<file path="src/rtl/lighting_pkg.sv">
// Shared lighting-interface definitions.
//   NUM_LIGHTS  : number of physical lamp lines
//   COUNT_W     : width of the active-light count
//   lamp_vec_t  : one bit per lamp, lamp 0 in the LSB
//   light_cnt_t : decoded active-light count
//   fb_state_t  : feedback-decoder settle FSM states
package lighting_pkg;

  localparam int NUM_LIGHTS = 16;
  localparam int COUNT_W    = 4;

  typedef logic [NUM_LIGHTS-1:0] lamp_vec_t;
  typedef logic [COUNT_W-1:0]    light_cnt_t;

  typedef enum logic [0:0] {
    S_IDLE   = 1'b0,
    S_SETTLE = 1'b1
  } fb_state_t;

endpackage

</file>
<file path="src/rtl/lamp_therm_check.sv">
// Combinational thermometer-code checker for the lamp feedback pattern.
//   i_pattern : settled lamp pattern
//   o_legal   : pattern is a valid thermometer code the controller can produce
//   o_count   : active-light count (0..14 lamps -> 0..14, all 16 lamps -> 15)
import lighting_pkg::*;

module lamp_therm_check (
  input  lamp_vec_t  i_pattern,
  output logic       o_legal,
  output light_cnt_t o_count
);

  localparam int ONES_W = $clog2(NUM_LIGHTS + 1);

  logic [ONES_W-1:0]   w_ones;
  logic [NUM_LIGHTS:0] w_ext;
  logic [NUM_LIGHTS:0] w_inc;

  always_comb begin
    w_ones = '0;
    for (int i = 0; i < NUM_LIGHTS; i++) begin
      w_ones = w_ones + ONES_W'(i_pattern[i]);
    end
  end

  // A thermometer code plus one is a single power of two, so it shares no
  // bits with the original. The extra bit keeps 0xFFFF from wrapping to 0.
  assign w_ext = {1'b0, i_pattern};
  assign w_inc = w_ext + (NUM_LIGHTS + 1)'(1);

  // 15 lamps is never driven (count 15 lights all 16), so 0x7FFF is a fault.
  assign o_legal = ((w_ext & w_inc) == '0) && (w_ones != ONES_W'(15));
  assign o_count = (w_ones == ONES_W'(16)) ? light_cnt_t'(15) : w_ones[COUNT_W-1:0];

endmodule

</file>
<file path="src/rtl/lamp_feedback_decoder.sv">
// Lamp feedback return path: synchronises and debounces the 16 lamp-feedback
// lines, checks the thermometer code and hands each new settled count to the
// home controller over valid/ready.
//   clk, rst_n        : system clock, async active-low reset
//   i_lamp_fb         : raw lamp feedback, asynchronous to clk
//   i_out_ready       : consumer takes o_out_count this cycle
//   i_err_clr         : clears o_err_sticky and o_overrun
//   o_out_valid       : o_out_count holds an undelivered count
//   o_out_count       : decoded count for the consumer
//   o_active_lights   : last legal decoded count
//   o_err_sticky      : an illegal pattern settled since last clear
//   o_err_pattern     : most recent illegal settled pattern
//   o_overrun         : an undelivered count was overwritten
//
// state    | meaning
// S_IDLE   | synced lines match the accepted pattern
// S_SETTLE | counting consecutive identical samples of a candidate pattern
import lighting_pkg::*;

module lamp_feedback_decoder #(
  parameter int STABLE_CYCLES = 4
) (
  input  logic       clk,
  input  logic       rst_n,
  input  lamp_vec_t  i_lamp_fb,
  input  logic       i_out_ready,
  input  logic       i_err_clr,
  output logic       o_out_valid,
  output light_cnt_t o_out_count,
  output light_cnt_t o_active_lights,
  output logic       o_err_sticky,
  output lamp_vec_t  o_err_pattern,
  output logic       o_overrun
);

  localparam int                STAB_W   = $clog2(STABLE_CYCLES + 1);
  localparam logic [STAB_W-1:0] STAB_MAX = STAB_W'(STABLE_CYCLES);

  lamp_vec_t         r_sync1;
  lamp_vec_t         r_sync2;
  lamp_vec_t         r_accepted;
  lamp_vec_t         r_cand;
  logic [STAB_W-1:0] r_stab;
  fb_state_t         r_state;

  logic       w_accept;
  logic       w_event;
  logic       w_legal;
  light_cnt_t w_count;
  logic       w_load;
  logic       w_bad;

  lamp_therm_check u_check (
    .i_pattern (r_cand),
    .o_legal   (w_legal),
    .o_count   (w_count)
  );

  // r_cand has been seen STABLE_CYCLES times in a row; a settle that lands
  // back on the accepted pattern was a glitch and produces nothing.
  assign w_accept = (r_state == S_SETTLE) && (r_stab == STAB_MAX);
  assign w_event  = w_accept && (r_cand != r_accepted);
  assign w_load   = w_event && w_legal;
  assign w_bad    = w_event && !w_legal;

  always_ff @(posedge clk or negedge rst_n) begin
    if (!rst_n) begin
      r_sync1 <= '0;
      r_sync2 <= '0;
    end else begin
      r_sync1 <= i_lamp_fb;
      r_sync2 <= r_sync1;
    end
  end

  always_ff @(posedge clk or negedge rst_n) begin
    if (!rst_n) begin
      r_state    <= S_IDLE;
      r_accepted <= '0;
      r_cand     <= '0;
      r_stab     <= '0;
    end else begin
      case (r_state)
        S_IDLE: begin
          if (r_sync2 != r_accepted) begin
            r_state <= S_SETTLE;
            r_cand  <= r_sync2;
            r_stab  <= STAB_W'(1);
          end
        end
        S_SETTLE: begin
          if (w_accept) begin
            r_state    <= S_IDLE;
            r_accepted <= r_cand;
          end else if (r_sync2 != r_cand) begin
            r_cand <= r_sync2;
            r_stab <= STAB_W'(1);
          end else begin
            r_stab <= r_stab + STAB_W'(1);
          end
        end
        default: r_state <= S_IDLE;
      endcase
    end
  end

  always_ff @(posedge clk or negedge rst_n) begin
    if (!rst_n) begin
      o_out_valid     <= 1'b0;
      o_out_count     <= '0;
      o_active_lights <= '0;
      o_err_sticky    <= 1'b0;
      o_err_pattern   <= '0;
      o_overrun       <= 1'b0;
    end else begin
      if (w_load) begin
        o_out_valid     <= 1'b1;
        o_out_count     <= w_count;
        o_active_lights <= w_count;
      end else if (o_out_valid && i_out_ready) begin
        o_out_valid <= 1'b0;
      end

      // Setting beats clearing so an event in the err_clr cycle is not lost.
      if (w_load && o_out_valid && !i_out_ready) begin
        o_overrun <= 1'b1;
      end else if (i_err_clr) begin
        o_overrun <= 1'b0;
      end

      if (w_bad) begin
        o_err_sticky  <= 1'b1;
        o_err_pattern <= r_cand;
      end else if (i_err_clr) begin
        o_err_sticky <= 1'b0;
      end
    end
  end

endmodule

</file>
<file path="config.mk">
export PLATFORM = sky130hd
export DESIGN_NAME = lamp_feedback_decoder
export DESIGN_NICKNAME = d
export VERILOG_FILES = /design/src/rtl/lighting_pkg.sv /design/src/rtl/lamp_therm_check.sv /design/src/rtl/lamp_feedback_decoder.sv
export SDC_FILE = /design/constraint.sdc
export NUM_CORES = 1
export LEC_CHECK = 0
export CAP_MARGIN = 25
export CORE_ASPECT_RATIO = 0.75
export CORE_UTILIZATION = 60
export CTS_CLUSTER_DIAMETER = 30
export DETAILED_ROUTE_END_ITERATION = 6
export GPL_TIMING_DRIVEN = 0
export PLACE_DENSITY = 0.86
export SYNTH_ARGS = -nofsm -noshare
export SYNTH_HDL_FRONTEND = slang
export SYNTH_HIERARCHICAL = 1
export SYNTH_SLANG_ARGS = --single-unit
</file>
<file path="constraint.sdc">
create_clock -name clk -period 7.96 [get_ports clk]
set_clock_uncertainty 0.2 [all_clocks]
set_input_delay 1.99 -clock clk [delete_from_list [all_inputs] [get_ports clk]]
set_output_delay 1.99 -clock clk [all_outputs]
set_load 0.03 [all_outputs]
</file>
-- Yosys cells after proc, flatten, opt, wreduce, memory -nomap -nowiden
Index checks and enable logic that the tools add are counted.
- flip-flop bits (word level): 91
- bits of input ports: 20
- word-level logic and storage cells: 73
- add/subtract/negate cells: 17
- eq/ne operators: 9
- mux-type cells: 17
- bitwise gates (word level): 2
- reductions and logical operators: 17
- operator list (kind ; number):
    adder 5 x 1 -> 5 bit ; 14
    2-to-1 mux 16 bit ; 3
    != test 16 bit ; 3
    case mux 16 bit (2 select lines) ; 1
    adder 16 x 1 -> 17 bit, second input constant ; 1
    bitwise AND 16 x 17 -> 17 bit ; 1
    logical NOT 17 bit ; 1
    2-to-1 mux 3 bit ; 3
    logical AND 1 bit ; 8
    2-to-1 mux 1 bit ; 7
    case mux 3 bit (2 select lines) ; 1
    nonzero test 2 bit ; 3
    equality test 5 bit, second input constant ; 1
    != test 5 x 4 -> 1 bit, second input constant ; 1
    2-to-1 mux 4 bit ; 1
    != test 2 bit, second input constant ; 2
    AND reduction 2 bit ; 2
    adder 3 x 1 -> 3 bit, second input constant ; 1
    equality test 3 bit, second input constant ; 1
    AND reduction 3 bit ; 1
    adder 1 x 1 -> 2 bit ; 1
    logical NOT 1 bit ; 2
    != test 2 x 1 -> 1 bit, second input constant ; 1
    case mux 1 bit (2 select lines) ; 1
    inverter 1 bit ; 1

-- Logic depth before layout (Yosys ltp)
Gate-level depths: netlist of the first run.
- depth after elaboration: 21
- mapped depth: 17
- depth with buffers taken out: 16

-- By module
Netlist of the first run, hierarchy kept.
- by module, submodules not included (module ; instances ; cells each ; area each (sq um) ; seq. area each (sq um)):
    lamp_feedback_decoder ; 1 ; 240 ; 3619.7 ; 2277.2
    lamp_therm_check ; 1 ; 76 ; 598.1 ; 0.0

-- Worst setup path before layout of the first run
No wires, ideal clock.
- path type: reg-to-reg
- start point: reg r_cand[0]
- end point: reg o_err_pattern[10]
- library setup time: 0.125 ns
- arrival time: 4.849 ns
- data required time: 7.635 ns
- path slack: 2.786 ns
- cell stages (with the launch flop): 16
- cells stage by stage: dfrtp_1 -> inv_1 -> fa_1 -> fa_1 -> fa_1 -> fa_1 -> inv_1 -> ha_1 -> inv_1 -> fa_1 -> xor2_1 -> or4b_1 -> and4_1 -> nor3b_4 -> buf_4 -> mux2_2
- longest elaborated chain between the ends: 19
- RTL lines (element ; RTL line ; source):
    start: declaration ; lamp_feedback_decoder.sv:42 ; lamp_vec_t r_cand;
    start signal: assignment ; lamp_feedback_decoder.sv:87 ; r_cand <= r_sync2;
    start signal: assignment ; lamp_feedback_decoder.sv:96 ; r_cand <= r_sync2;
    adder 1 x 1 -> 2 bit ; lamp_therm_check.sv:22 ; w_ones = w_ones + ONES_W'(i_pattern[i]);
    adder 5 x 1 -> 5 bit (14 in a row) ; lamp_therm_check.sv:22 ;
    != test 5 x 4 -> 1 bit ; lamp_therm_check.sv:32 ; assign o_legal = ((w_ext & w_inc) == '0) && (w_ones != ONES_W'(15));
    logical AND 1 bit * ; lamp_therm_check.sv:32 ;
    via w_legal ; lamp_feedback_decoder.sv:48 ; logic w_legal;
    logical NOT 1 bit * ; lamp_feedback_decoder.sv:64 ; assign w_bad = w_event && !w_legal;
    logical AND 1 bit * ; lamp_feedback_decoder.sv:64 ;
    end signal: assignment ; lamp_feedback_decoder.sv:133 ; o_err_pattern <= r_cand;
    end: declaration ; lamp_feedback_decoder.sv:32 ; output lamp_vec_t o_err_pattern,
The timed path passes the listed nets; every way through them passes the cells marked *.
A chain may end at the register's enable or synchronous reset.

-- Final worst setup path of the first run
- start point: reg r_cand[0]
- end point: reg o_err_pattern[14]
The elaborated chain is that of the path after synthesis.

==> flow_summary.json, run 1 <==
{
  "slowest_delay_ns": 0.60,
  "grt_pass1_wl_mm": 13.4,
  "holdCritStartpoint": "r_sync1[1]",
  "finalWeightedCongestion": 0.814,
  "ys_types": 38,
  "cp-startpoint": "r_cand[0]",
  "final.setup.worst_slack_ns": 2.19,
  "insertedDiodeCount": 0,
  "grt.total_usage_pct": 24.6,
  "r2r-end": "o_err_pattern[14]",
  "crit_path_frequent_cell": "fa_1",
  "reg2regPathDepth": 15,
  "netlist_area_mm2": 0.00422,
  "slowest_stage": "dfrtp_1",
  "crit_cells": 15,
  "power.switching_mw": 0.287,
  "cts_tree": "yes",
  "clkTransAtPathRegs_ns": 0.09,
  "sequentialPowerShare_pct": 49.5,
  "worstPathMaxFanout": 10,
  "max_freq_mhz": 173,
  "start_kind": "flip-flop",
  "antenna_found_initial": 0,
  "use_met2_pct": 40.0,
  "place_inst": 447,
  "cp-end-kind": "flip-flop",
  "critPathCapture": "o_err_pattern[14]",
  "setup_violations": 0,
  "area_growth_pct": 19.1,
  "root_buffer": "clkbuf_8",
  "ioPinCount": 47,
  "firstDrtPassIters": 5,
  "dp_slack_ns": 2.23,
  "drive_above_1_share_pct": 18.5,
  "timing.final.crit_share_pct": 72.5,
  "drc": 0,
  "pwr-share-comb_pct": 17.3,
  "drt_iter0_drc": 118,
  "drv_slew": 0,
  "avgSynthCellArea_um2": 13.3,
  "r2r_start": "r_cand[0]",
  "status": "finished, final reports clean",
  "first_global_vias": 2717,
  "tns_ns": 0,
  "async_reset_ff_share_pct": 100,
  "hold_viol": 0,
  "path_class": "reg -> reg",
  "ys_warn_count": 6,
  "num_rows": 26,
  "dp_hpwl_mm": 5.70,
  "ctsResizeCount": 0,
  "synth_nets": 355,
  "synth_seq_cells": 91,
  "maxCapViolations": 0,
  "grt_max_degree": 61,
  "wirelength_mm": 7.90,
  "core_area_mm2": 0.00680,
  "vdd_drop_max_uv": 142,
  "grt.met3_usage_pct": 6.59,
  "hp-class": "reg -> reg",
  "layoutNonFillerInstCount": 463,
  "htree_levels": 3,
  "crit_family": "adder cells",
  "intPower_mw": 0.708,
  "synth_edf_count": 0,
  "syn_inst": 316,
  "cts_buffer_depth": 2,
  "power_density_mw_per_mm2": 198,
  "tightest_slew_ns": 0.709,
  "r2r_slack_ns": 2.19,
  "die_w_um": 98.8,
  "grt-ovfl-total": 0,
  "die_area_mm2": 0.00737,
  "vias": 2606,
  "fp.dieH_um": 74.6,
  "p_clk_share_pct": 33.2,
  "numPortBuffers": 46,
  "via_per_inst": 5.63,
  "switching_share_pct": 28.8,
  "drtAntennaViolNets": 0,
  "numCtsBuffers": 9,
  "cp.required_ns": 8.01,
  "postCtsSetupBuffers": 0,
  "slew_headroom_pct": 52.7,
  "crit_chain": "inv_1, fa_1, fa_1, fa_1, fa_1, inv_1, ha_1, inv_1, fa_1, xor2_1, or4b_1, and4_1, nor3b_4, buf_4, mux2_2",
  "start_util_pct": 62.0,
  "holdBufCountCts": 0,
  "crit_arrival_ns": 5.82,
  "min_period_ns": 5.77,
  "top_usage_layer": "met2",
  "seq_area_frac_synth_pct": 54.0,
  "nets": 413,
  "dominantRegCellSynth": "dfrtp_1",
  "rsz0062_at_grt": "no",
  "wire_per_inst_um": 17.1,
  "power.total_mw": 0.995,
  "met1_usage_pct": 32.0,
  "cts_num_sinks": 91,
  "power_leakage_nw": 2.45,
  "insertion_delay_ns": 0.37,
  "crit_buf_inv": 4
}
[metal layers]
metal	up-vias	routed length, um
met4	0	148
li1	1178	-
met2	93	3760
met5	-	0
met3	15	585
met1	1320	3410
[power by group through the flow]
stage	clock network (mW)	registers [mW]	logic, mW
final	0.331	0.492	0.172
after global routing	0.354	0.494	0.197
after CTS	0.338	0.492	0.175
after detailed placement	0	0.501	0.173
after global placement	0	0.501	0.159
after floorplan	0	0.495	0.121
[worst register-to-register path: stages (launching register included)]
cell and delay (ns):
dfrtp_1 0.60, inv_1 0.15, fa_1 0.58, fa_1 0.45, fa_1 0.54, fa_1 0.41, inv_1 0.07, ha_1 0.16
inv_1 0.06, fa_1 0.42, xor2_1 0.18, or4b_1 0.52, and4_1 0.24, nor3b_4 0.42, buf_4 0.30, mux2_2 0.36
[logic make-up (layout without fill, tap and decap cells)]
kind of cell / after synthesis / count (layout) / share of synthesized area (%)
buffers and inverters: 39 / 102 / 4.09
multiplexers: 53 / 53 / 14.1
AND/OR/NAND/NOR: 45 / 45 / 6.41
flip-flops: 91 / 91 / 54.0
adder cells (fa/ha/maj): 19 / 19 / 7.42
AO/OA/AOI/OAI: 18 / 18 / 3.38
XOR/XNOR: 51 / 51 / 10.6
[cell type report]
class                   count  area [um^2]
well taps                  84          105
clock inverters             7         92.6
inverters                  31          116
fillers                   430         1770
repair buffers             47          485
multi-input cells         186         1770
flip-flops and latches     91         2280
clock buffers               9          124
plain buffers               8         56.3
[sequential cells by signal, indices dropped and copies added (netlist names)]
signal	cells
r_sync1	16
o_out_valid	1
o_active_lights	4
r_sync2	16
o_overrun	1
r_cand	16
r_stab	3
o_err_sticky	1
o_err_pattern	16
r_state	1
r_accepted	16
[stage by stage]
step                hold WS (ns)  util [%]  cell area [um^2]
detailed placement         0.135      70.7              4810
CTS                        0.156      73.9              5020
global route               0.155      73.9              5020
finish                     0.150      73.9              5020
floorplan                  0.131         -              4220
global placement           0.133      70.4              4780
[cell usage in the layout (no fill, tap or decap), types with 3 or more instances in the layout]
| cell | n |
|---|---|
| nand4_1 | 3 |
| clkbuf_8 | 9 |
| clkdlybuf4s50_1 | 45 |
| nand2_1 | 8 |
| a21oi_1 | 3 |
| o21ai_0 | 3 |
| mux2_1 | 10 |
| mux2_2 | 42 |
| nor2_1 | 4 |
| nand3_1 | 5 |
| buf_4 | 6 |
| and3_1 | 4 |
| nor4_1 | 12 |
| dfrtp_1 | 91 |
| ha_1 | 9 |
| inv_1 | 31 |
| fa_1 | 10 |
| xor2_1 | 50 |
[worst min path at each step]
stage	end	slack [ns]	cells after the start
2_1_floorplan	r_sync2[0]	0.13	0
3_5_place_dp	r_sync2[0]	0.13	0
4_1_cts	r_sync2[1]	0.16	0
6_report	r_sync2[1]	0.15	0
5_1_grt	r_sync2[1]	0.15	0
3_3_place_gp	r_sync2[10]	0.13	0
[cell usage after synthesis, types with 2 or more instances]
master    instances  area (um^2)
nand2_1           8         30.0
nand2b_1          2         12.5
dfrtp_1          91         2280
o22ai_1           2         12.5
and3_1            4         25.0
nor4_1           12         75.1
a21o_1            2         15.0
buf_4             5         37.5
o21ai_0           3         15.0
mux2_1           10          113
fa_1             10          200
inv_1            31          116
a21oi_1           3         15.0
nand4_1           3         18.8
ha_1              9          113
mux2_2           42          473
nor2_1            4         15.0
xor2_1           50          438
a221o_1           2         20.0
nand3_1           5         25.0
(Power assumes the default switching activity.)
==> run 2, diff against run 1 <==
- CORE_UTILIZATION: 60 -> 56
- PLACE_DENSITY: 0.86 -> 0.81
- clock period: 7.96 -> 5.71 ns (I/O delays scaled with it)
==> flow_summary.json, run 2 (synthesis gave the netlist of run 1 again) <==
{
  "status": "finished, final reports clean",
  "slew_headroom_pct": 57.4,
  "layout_commonest_cell": "dfrtp_1",
  "first_global_vias": 2660,
  "crit_arrival_ns": 5.43,
  "vias": 2604,
  "power_leakage_nw": 2.44,
  "firstDrtPassIters": 4,
  "tns_ns": 0,
  "root_buffer": "clkbuf_8",
  "drv_slew": 0,
  "hold_viol": 0,
  "htree_levels": 3,
  "start_util_pct": 57.5,
  "start_kind": "flip-flop",
  "die_w_um": 102,
  "whs_ns": 0.144,
  "min_period_ns": 5.38,
  "cp.required_ns": 5.76,
  "cts_buffer_depth": 2,
  "hold-path-cell-count": 0,
  "worstPathMaxFanout": 10,
  "holdBufCountCts": 0,
  "grt.total_usage_pct": 23.0,
  "die_area_mm2": 0.00789,
  "cp-end-kind": "flip-flop",
  "power_density_mw_per_mm2": 268,
  "numPortBuffers": 46,
  "final_cell_area_mm2": 0.00503,
  "wire_per_inst_um": 16.7,
  "layoutNonFillerInstCount": 481,
  "max_freq_mhz": 186,
  "via_per_inst": 5.41,
  "area_growth_pct": 19.3,
  "final_cell_mix": "dfrtp_1, xor2_1, clkdlybuf4s50_1",
  "cts_num_sinks": 91,
  "drtAntennaViolNets": 0,
  "hp-class": "reg -> reg",
  "drc": 0,
  "grt_max_degree": 66,
  "timing.final.crit_share_pct": 94.3,
  "grt-ovfl-total": 0,
  "cts_tree": "yes",
  "tightest_slew_ns": 0.638,
  "insertion_delay_ns": 0.37,
  "drive_above_1_share_pct": 18.9,
  "path_class": "reg -> reg",
  "place_inst": 464,
  "num_rows": 27,
  "numCtsBuffers": 9,
  "core_area_mm2": 0.00733,
  "final.setup.worst_slack_ns": 0.327,
  "insertedDiodeCount": 0,
  "ioPinCount": 47,
  "maxCapViolations": 0,
  "drt_iter0_drc": 98,
  "fp.dieH_um": 77.2,
  "grt_pass1_wl_mm": 13.2,
  "clkTransAtPathRegs_ns": 0.10,
  "setup_violations": 0,
  "dp_hpwl_mm": 5.78,
  "wirelength_mm": 8.02,
  "reg2regPathDepth": 15,
  "nets": 414,
  "dp_slack_ns": -0.0493,
  "vdd_drop_max_uv": 209,
  "antenna_found_initial": 0,
  "rsz0062_at_grt": "no",
  "finalWeightedCongestion": 0.843,
  "placed_cell_area_mm2": 0.00483
}
==> run 2: what timing repair did <==
| action | 4_1_cts | 5_1_grt |
|---|---|---|
| pin swaps | 0 | 1 |
| hold endpoints to repair | 0 | 0 |
| setup endpoints to repair | 9 | 9 |
| resized for setup | 1 | 0 |
| setup buffers | 0 | 1 |
==> run 2: worst paths after layout <==
kind	from	end	slack [ns]
max reg2reg	r_cand[3]	o_err_pattern[11]	0.33
min reg2reg	r_sync1[4]	r_sync2[4]	0.14
max	r_cand[3]	o_err_pattern[11]	0.33
max in group asynchronous	rst_n	r_cand[0]	3.91
min	r_sync1[4]	r_sync2[4]	0.14
min in group asynchronous	rst_n	o_active_lights[1]	0.77
==> run 2: report_power, final <==
group	internal, mW	switching (mW)
sequential	0.661	0.0262
combinational	0.114	0.126
clock	0.170	0.252
==> run 2: metrics by stage <==
step	power, mW	utilization (%)
final	1.35	68.7
after floorplan	0.859	-
after CTS	1.36	68.6
after detailed placement	0.940	65.9
after global routing	1.42	68.7
after global placement	0.922	65.5
==> run 2: cell type report <==
cell class	count	area [um^2]
Clock inverter	7	71.3
Tap cell	101	126
Sequential cell	91	2280
Multi-Input combinational cell	186	1770
Clock buffer	9	124
Buffer	8	56.3
Fill cell	549	2300
Inverter	31	116
Timing Repair Buffer	48	493
==> run 2: per-layer routing <==
| metal | GRT usage, % | wire (um) | vias up |
|---|---|---|---|
| li1 | - | - | 1178 |
| met1 | 31.1 | 3670 | 1336 |
| met2 | 36.1 | 3860 | 74 |
| met3 | 6.20 | 369 | 16 |
| met4 | 7.43 | 129 | 0 |
| met5 | 0 | 0 | - |
==> run 2: critical path: stages (launching register included) <==
cell and delay, ns:
dfrtp_1 0.57, inv_1 0.13, fa_1 0.49, fa_1 0.52
fa_1 0.55, fa_1 0.41, inv_1 0.07, ha_1 0.16
inv_1 0.05, fa_1 0.42, xor2_1 0.18, or4b_1 0.49
and4_1 0.24, nor3b_4 0.19, buf_4 0.23, mux2_2 0.35
